==> config.mk <==
export PLATFORM = sky130hd
export DESIGN_NAME = bf16_norm_sched
export DESIGN_NICKNAME = d
export VERILOG_FILES = /design/src/rtl/bf16_norm_sched.sv
export SDC_FILE = /design/constraint.sdc
export NUM_CORES = 1
export LEC_CHECK = 0
export CAP_MARGIN = 20
export CORE_ASPECT_RATIO = 1.2
export CORE_MARGIN = 5
export CORE_UTILIZATION = 38
export CTS_CLUSTER_DIAMETER = 150
export DETAILED_ROUTE_END_ITERATION = 12
export HOLD_SLACK_MARGIN = 0.02
export SLEW_MARGIN = 5
export SYNTH_ARGS = -nofsm -noshare
export SYNTH_HDL_FRONTEND = slang
export SYNTH_SLANG_ARGS = --single-unit
export TNS_END_PERCENT = 50
==> constraint.sdc <==
create_clock -name clk -period 6.3 [get_ports clk]
set_input_delay 1.26 -clock clk [delete_from_list [all_inputs] [get_ports clk]]
set_output_delay 1.26 -clock clk [all_outputs]
set_load 0.01 [all_outputs]
==> src/rtl/bf16_norm_sched.sv <==
// bf16_norm_sched: round-robin shared bf16 normalizer (lzc, shift, exp adjust) between adder (0) and multiplier (1)
module bf16_norm_sched #(
  parameter int W = 16,
  parameter int E = 8
) (
  input  logic         clk,
  input  logic         rst,
  input  logic [1:0]   req_valid_i,
  output logic [1:0]   req_ready_o,
  input  logic [W-1:0] req0_mant_i,
  input  logic [E-1:0] req0_exp_i,
  input  logic         req0_sign_i,
  input  logic [W-1:0] req1_mant_i,
  input  logic [E-1:0] req1_exp_i,
  input  logic         req1_sign_i,
  output logic         out_valid_o,
  input  logic         out_ready_i,
  output logic [W-1:0] out_mant_o,
  output logic [E-1:0] out_exp_o,
  output logic         out_sign_o,
  output logic         out_src_o,
  output logic         out_uf_o
);
  localparam int C = $clog2(W + 1);
  logic         s1_v, s2_v, rr, s1_sign, s1_src;
  logic [W-1:0] s1_mant;
  logic [E-1:0] s1_exp;
  logic [1:0]   grant;
  logic         s1_adv, s2_adv, acc, zero, flush;
  logic [C-1:0] z;
  assign s2_adv = ~s2_v | out_ready_i;
  assign s1_adv = ~s1_v | s2_adv;
  assign grant[0] = req_valid_i[0] & (~req_valid_i[1] | ~rr);
  assign grant[1] = req_valid_i[1] & (~req_valid_i[0] | rr);
  assign req_ready_o = grant & {2{s1_adv}};
  assign acc = |req_ready_o;
  assign out_valid_o = s2_v;
  always_comb begin
    z = C'(W);
    for (int i = 0; i < W; i++)
      if (s1_mant[i]) z = C'(W - 1 - i);
  end
  assign zero = s1_mant == '0;
  assign flush = ~zero & (32'(s1_exp) <= 32'(z));
  always_ff @(posedge clk) begin
    if (rst) begin
      s1_v       <= 1'b0;
      s2_v       <= 1'b0;
      rr         <= 1'b0;
      s1_mant    <= '0;
      s1_exp     <= '0;
      s1_sign    <= 1'b0;
      s1_src     <= 1'b0;
      out_mant_o <= '0;
      out_exp_o  <= '0;
      out_sign_o <= 1'b0;
      out_src_o  <= 1'b0;
      out_uf_o   <= 1'b0;
    end else begin
      if (acc) begin
        rr      <= req_ready_o[0];
        s1_v    <= 1'b1;
        s1_mant <= req_ready_o[1] ? req1_mant_i : req0_mant_i;
        s1_exp  <= req_ready_o[1] ? req1_exp_i : req0_exp_i;
        s1_sign <= req_ready_o[1] ? req1_sign_i : req0_sign_i;
        s1_src  <= req_ready_o[1];
      end else if (s1_adv) begin
        s1_v <= 1'b0;
      end
      if (s2_adv) begin
        s2_v <= s1_v;
        if (s1_v) begin
          out_mant_o <= (zero | flush) ? '0 : s1_mant << z;
          out_exp_o  <= (zero | flush) ? '0 : s1_exp - E'(z);
          out_uf_o   <= flush;
          out_sign_o <= s1_sign;
          out_src_o  <= s1_src;
        end
      end
    end
  end
endmodule

======== Word level (Yosys, flattened, before mapping) ========
Index checks and enable logic that the tools add are counted.
operators by class
  add/subtract/negate cells ............... 1
  $lt $le $gt $ge ......................... 1
  shift-type cells ........................ 1
  multiplexer cells ....................... 23
  bitwise gates (word level) .............. 15
  reductions and logical operators ........ 4
operator list
  kind               count
  $mux 5             16
  $mux 16            2
  $logic_not 16->1   1
  $mux 8             2
  $shl 16x5->16      1
  $le 8x5->1         1
  $sub 8x5->8        1
  $not 1->1          6
  $or 1x1->1         5
  $and 1x1->1        3
  $mux 1             3
  $and 2x2->2        1
  $reduce_and 2->1   1
  $reduce_bool 2->1  1
  $reduce_or 2->1    1
word-level totals
  bits in registers ....................... 56
  word-level logic and storage cells ...... 57

======== Logic depth before layout (Yosys ltp) ========
  depth in word-level cells ............... 20
  gate-level depth with buffers ........... 15
  mapped depth without buffers ............ 14

======== Worst setup path before layout ========
Ideal clock, no wire load.
  path type ............................... input port to output port
  start ................................... input out_ready_i
  end ..................................... output req_ready_o[0]
  arrival ................................. 2.182 ns
  path slack .............................. 2.858 ns
  cell stages on the path ................. 5
  path buffers ............................ 1
  cell sequence ........................... nor2b_1 nand2_1 nand3_1 clkinv_1 clkbuf_1
between the ends
  word-level cells in the longest chain between the ends .. 3
ends and longest elaborated chain
  element      RTL line  RTL
  from (decl)  17        input logic out_ready_i,
  $or 1x1->1   31        assign s2_adv = ~s2_v | out_ready_i;
  $or 1x1->1   32        assign s1_adv = ~s1_v | s2_adv;
  $and 2x2->2  35        assign req_ready_o = grant & {2{s1_adv}};
  to (decl)    9         output logic [1:0] req_ready_o,
No other way between the ends.

======== Final worst setup path ========
Same ends and word-level chain as after synthesis.

==> impl_metrics.py <==
metrics = {
    "clocking": {
        "post_cts_buffers": 0,
        "worstSkewPairLatency_ns": 0.30,
        "cts_tree": "done",
        "hold_buffers": 0,
        "cts_buffer_depth": 2,
        "htreeDepth": 2,
        "numCtsBuffers": 5,
        "cts_resized": 0,
        "clkSinkCount": 56,
        "path_clk_slew_ns": 0.08,
        "root_buffer": "clkbuf_16",
    },
    "sta": {
        "max_freq_mhz": 217.3,
        "tightest_slew_ns": 0.9411,
        "grt_setup_unrepaired": "no",
        "report.final.slew_viol_count": 0,
        "finalCritPeriodShare_pct": 73.05,
        "slew_headroom_pct": 36.68,
        "min_period_ns": 4.602,
        "setup_viol_count_final": 0,
        "hold_viol": 0,
        "skew_ns": 0.008534,
        "final.setup.tns_ns": 0,
        "finalHoldWorstSlack_ns": 0.4527,
    },
    "synthesis": {
        "synth-xor-area-share_pct": 0.4826,
        "synthMuxAreaShare_pct": 0.5860,
        "syn_inst": 478,
        "synth_edf_count": 0,
        "yosys.area_share.simple_pct": 31.23,
        "synth_top_family_by_area": "simple AND/OR/NAND/NOR gates",
        "synth_top_area_share_pct": 30.89,
        "synth_top_area_cell": "dfxtp_1",
        "synthDistinctLibCells": 78,
        "synth_most_common_cell": "nand2_1",
        "synth_area_mm2": 0.003630,
        "async_flop_share_pct": 0,
        "synth_ff_type": "dfxtp_1",
        "avgSynthCellArea_um2": 7.594,
        "syn_nets": 539,
        "synth_compound_area_share_pct": 26.85,
        "synth_warnings": 0,
        "synth.area.top_cells": "dfxtp_1 (31%), nand2_1 (9.2%), nor2_1 (6.7%)",
        "synth_seq_area_share_pct": 30.89,
        "yosys-top-cells-count": "nand2_1 (89), nor2_1 (65), dfxtp_1 (56)",
        "synth_fa_ha_area_share_pct": 2.275,
        "synth_seq_cells": 56,
    },
    "finish": {
        "drive_above_1_share_pct": 8.287,
        "area_growth_pct": 26.65,
        "nNetsFinal": 603,
        "antenna_cells": 0,
        "fill_cells": 941,
    },
    "setup_path": {
        "path_class": "in -> out",
        "startpoint": "out_ready_i",
        "cp-start-kind": "input pin",
        "cp.arrival_ns": 3.34,
        "cp-end-kind": "output pin",
        "cp_max_fo": 26,
        "timing.rr.start": "s1_mant[15]",
        "crit_required_ns": 5.04,
    },
    "global_route": {
        "grt_usage_pct": 18.78,
        "grt_max_degree": 53,
        "grt_pass1_vias": 3527,
        "grt.overflow.total": 0,
        "grt_first_pass_wirelength_um": 17820,
        "antenna_found_initial": 0,
    },
    "run_status": {
        "status": "finished clean",
    },
    "die": {
        "die_area_mm2": 0.01161,
        "num_rows": 39,
        "die_h_um": 117.1,
        "die_w_um": 99.22,
        "start_util_pct": 38.54,
        "io_pins": 85,
        "core_area_mm2": 0.009418,
    },
    "route": {
        "firstDrtPassIters": 5,
        "wire_per_inst_um": 16.47,
        "wirelength_um": 10970,
        "drcViolationCount": 0,
        "ant_nets": 0,
        "detail_route.iter0.violations": 256,
        "routed-via-count": 3714,
        "via_per_inst": 5.577,
    },
    "placement": {
        "gp_congestion": 0.9257,
        "io_buffers": 84,
        "hpwl_um": 8341,
    },
    "run": {
        "maxCapViolations": 0,
    },
    "power_and_ir_drop": {
        "power_leakage_uw": 0.001633,
        "power.density_mw_per_mm2": 259.1,
        "vdd_ir_drop_max_v": 0.0001179,
    },
    "worst_hold_path": {
        "hold_class": "reg -> reg",
        "hold_path_startpoint": "out_exp_o[4]",
    },
}
## metrics by stage
step                cells  power (uW)  setup slack, ns  area [um^2]  utilization [%]
global placement      658       907.7            1.719         4451            47.26
CTS                   666        1195            1.667         4597            48.81
finish                666        1191            1.698         4597            48.81
global route          666        1263            1.499         4597            48.81
floorplan             478       764.6            2.858         3630                -
detailed placement    658       908.0            1.681         4451            47.26
## sequential cells by signal, indices dropped and copies added (netlist names)
| signal | count |
|---|---|
| out_exp_o | 8 |
| out_mant_o | 16 |
| out_sign_o | 1 |
| out_src_o | 1 |
| out_uf_o | 1 |
| out_valid_o | 1 |
| rr | 1 |
| s1_exp | 8 |
| s1_mant | 16 |
| s1_sign | 1 |
| s1_src | 1 |
| s1_v | 1 |
## final timing paths
path	end	cells after the start	slack, ns
min reg2reg	out_exp_o[4]	2	0.45
max reg2reg	out_mant_o[8]	13	2.20
min	out_exp_o[4]	2	0.45
max	req_ready_o[0]	6	1.70
## area by class of cell
type	count	area [um^2]	share of cell area, %
clock buffers	5	125.1	2.722
clock inverters	3	21.27	0.4627
inverters	18	70.07	1.524
multi-input cells	373	2235	48.61
flip-flops and latches	56	1121	24.39
well taps	123	153.9	3.348
repair buffers	88	870.8	18.94
## critical path, stage by stage
cell,delay (ns)
clkdlybuf4s50_1,0.42
nor2b_1,0.17
nand2_1,0.12
nand3_1,0.13
clkinv_1,0.55
clkdlybuf4s50_1,0.68
## layout by cell type, fill, tap and decap left out, types with 4 or more instances in the layout
cell | netlist | routed
a21oi_1 | 25 | 25
o211ai_1 | 6 | 6
a311oi_1 | 25 | 25
a221o_1 | 5 | 5
clkbuf_16 | 0 | 5
buf_4 | 1 | 4
nand2b_1 | 9 | 9
or2_2 | 4 | 4
a211oi_1 | 4 | 4
nand2_1 | 89 | 89
o21ai_1 | 5 | 5
a22oi_1 | 7 | 7
o21a_1 | 4 | 4
ha_1 | 5 | 5
nor3_1 | 13 | 13
a31oi_1 | 4 | 4
nand3_1 | 12 | 11
dfxtp_1 | 56 | 56
clkdlybuf4s50_1 | 0 | 84
nor4_1 | 6 | 6
nor2b_1 | 8 | 8
inv_1 | 15 | 15
or3_1 | 5 | 5
nor2_1 | 65 | 65
o21ai_0 | 6 | 6
## logic make-up after synthesis
group	after synthesis
compound gates	127
fa+ha+maj	6
xor+xnor	2
buf+inv	49
simple gates	236
mux	2
flops	56
## layer usage
metal / track usage (%) / up-vias / part of all wire [%]
li1: - / 1858 / -
met1: 24.96 / 1738 / 46
met2: 31.09 / 102 / 48
met3: 3.023 / 16 / 4.1
met4: 6.466 / 0 / 2.4
met5: 0 / - / 0
## power breakdown
part / leakage, uW / switching, uW / internal [uW]
registers: 0.000461 / 44.9 / 391
clock network: 0.0000702 / 140 / 149
logic: 0.00110 / 263 / 204
total: 0.00163 / 448 / 744
Power figures use the tool's default switching activity.
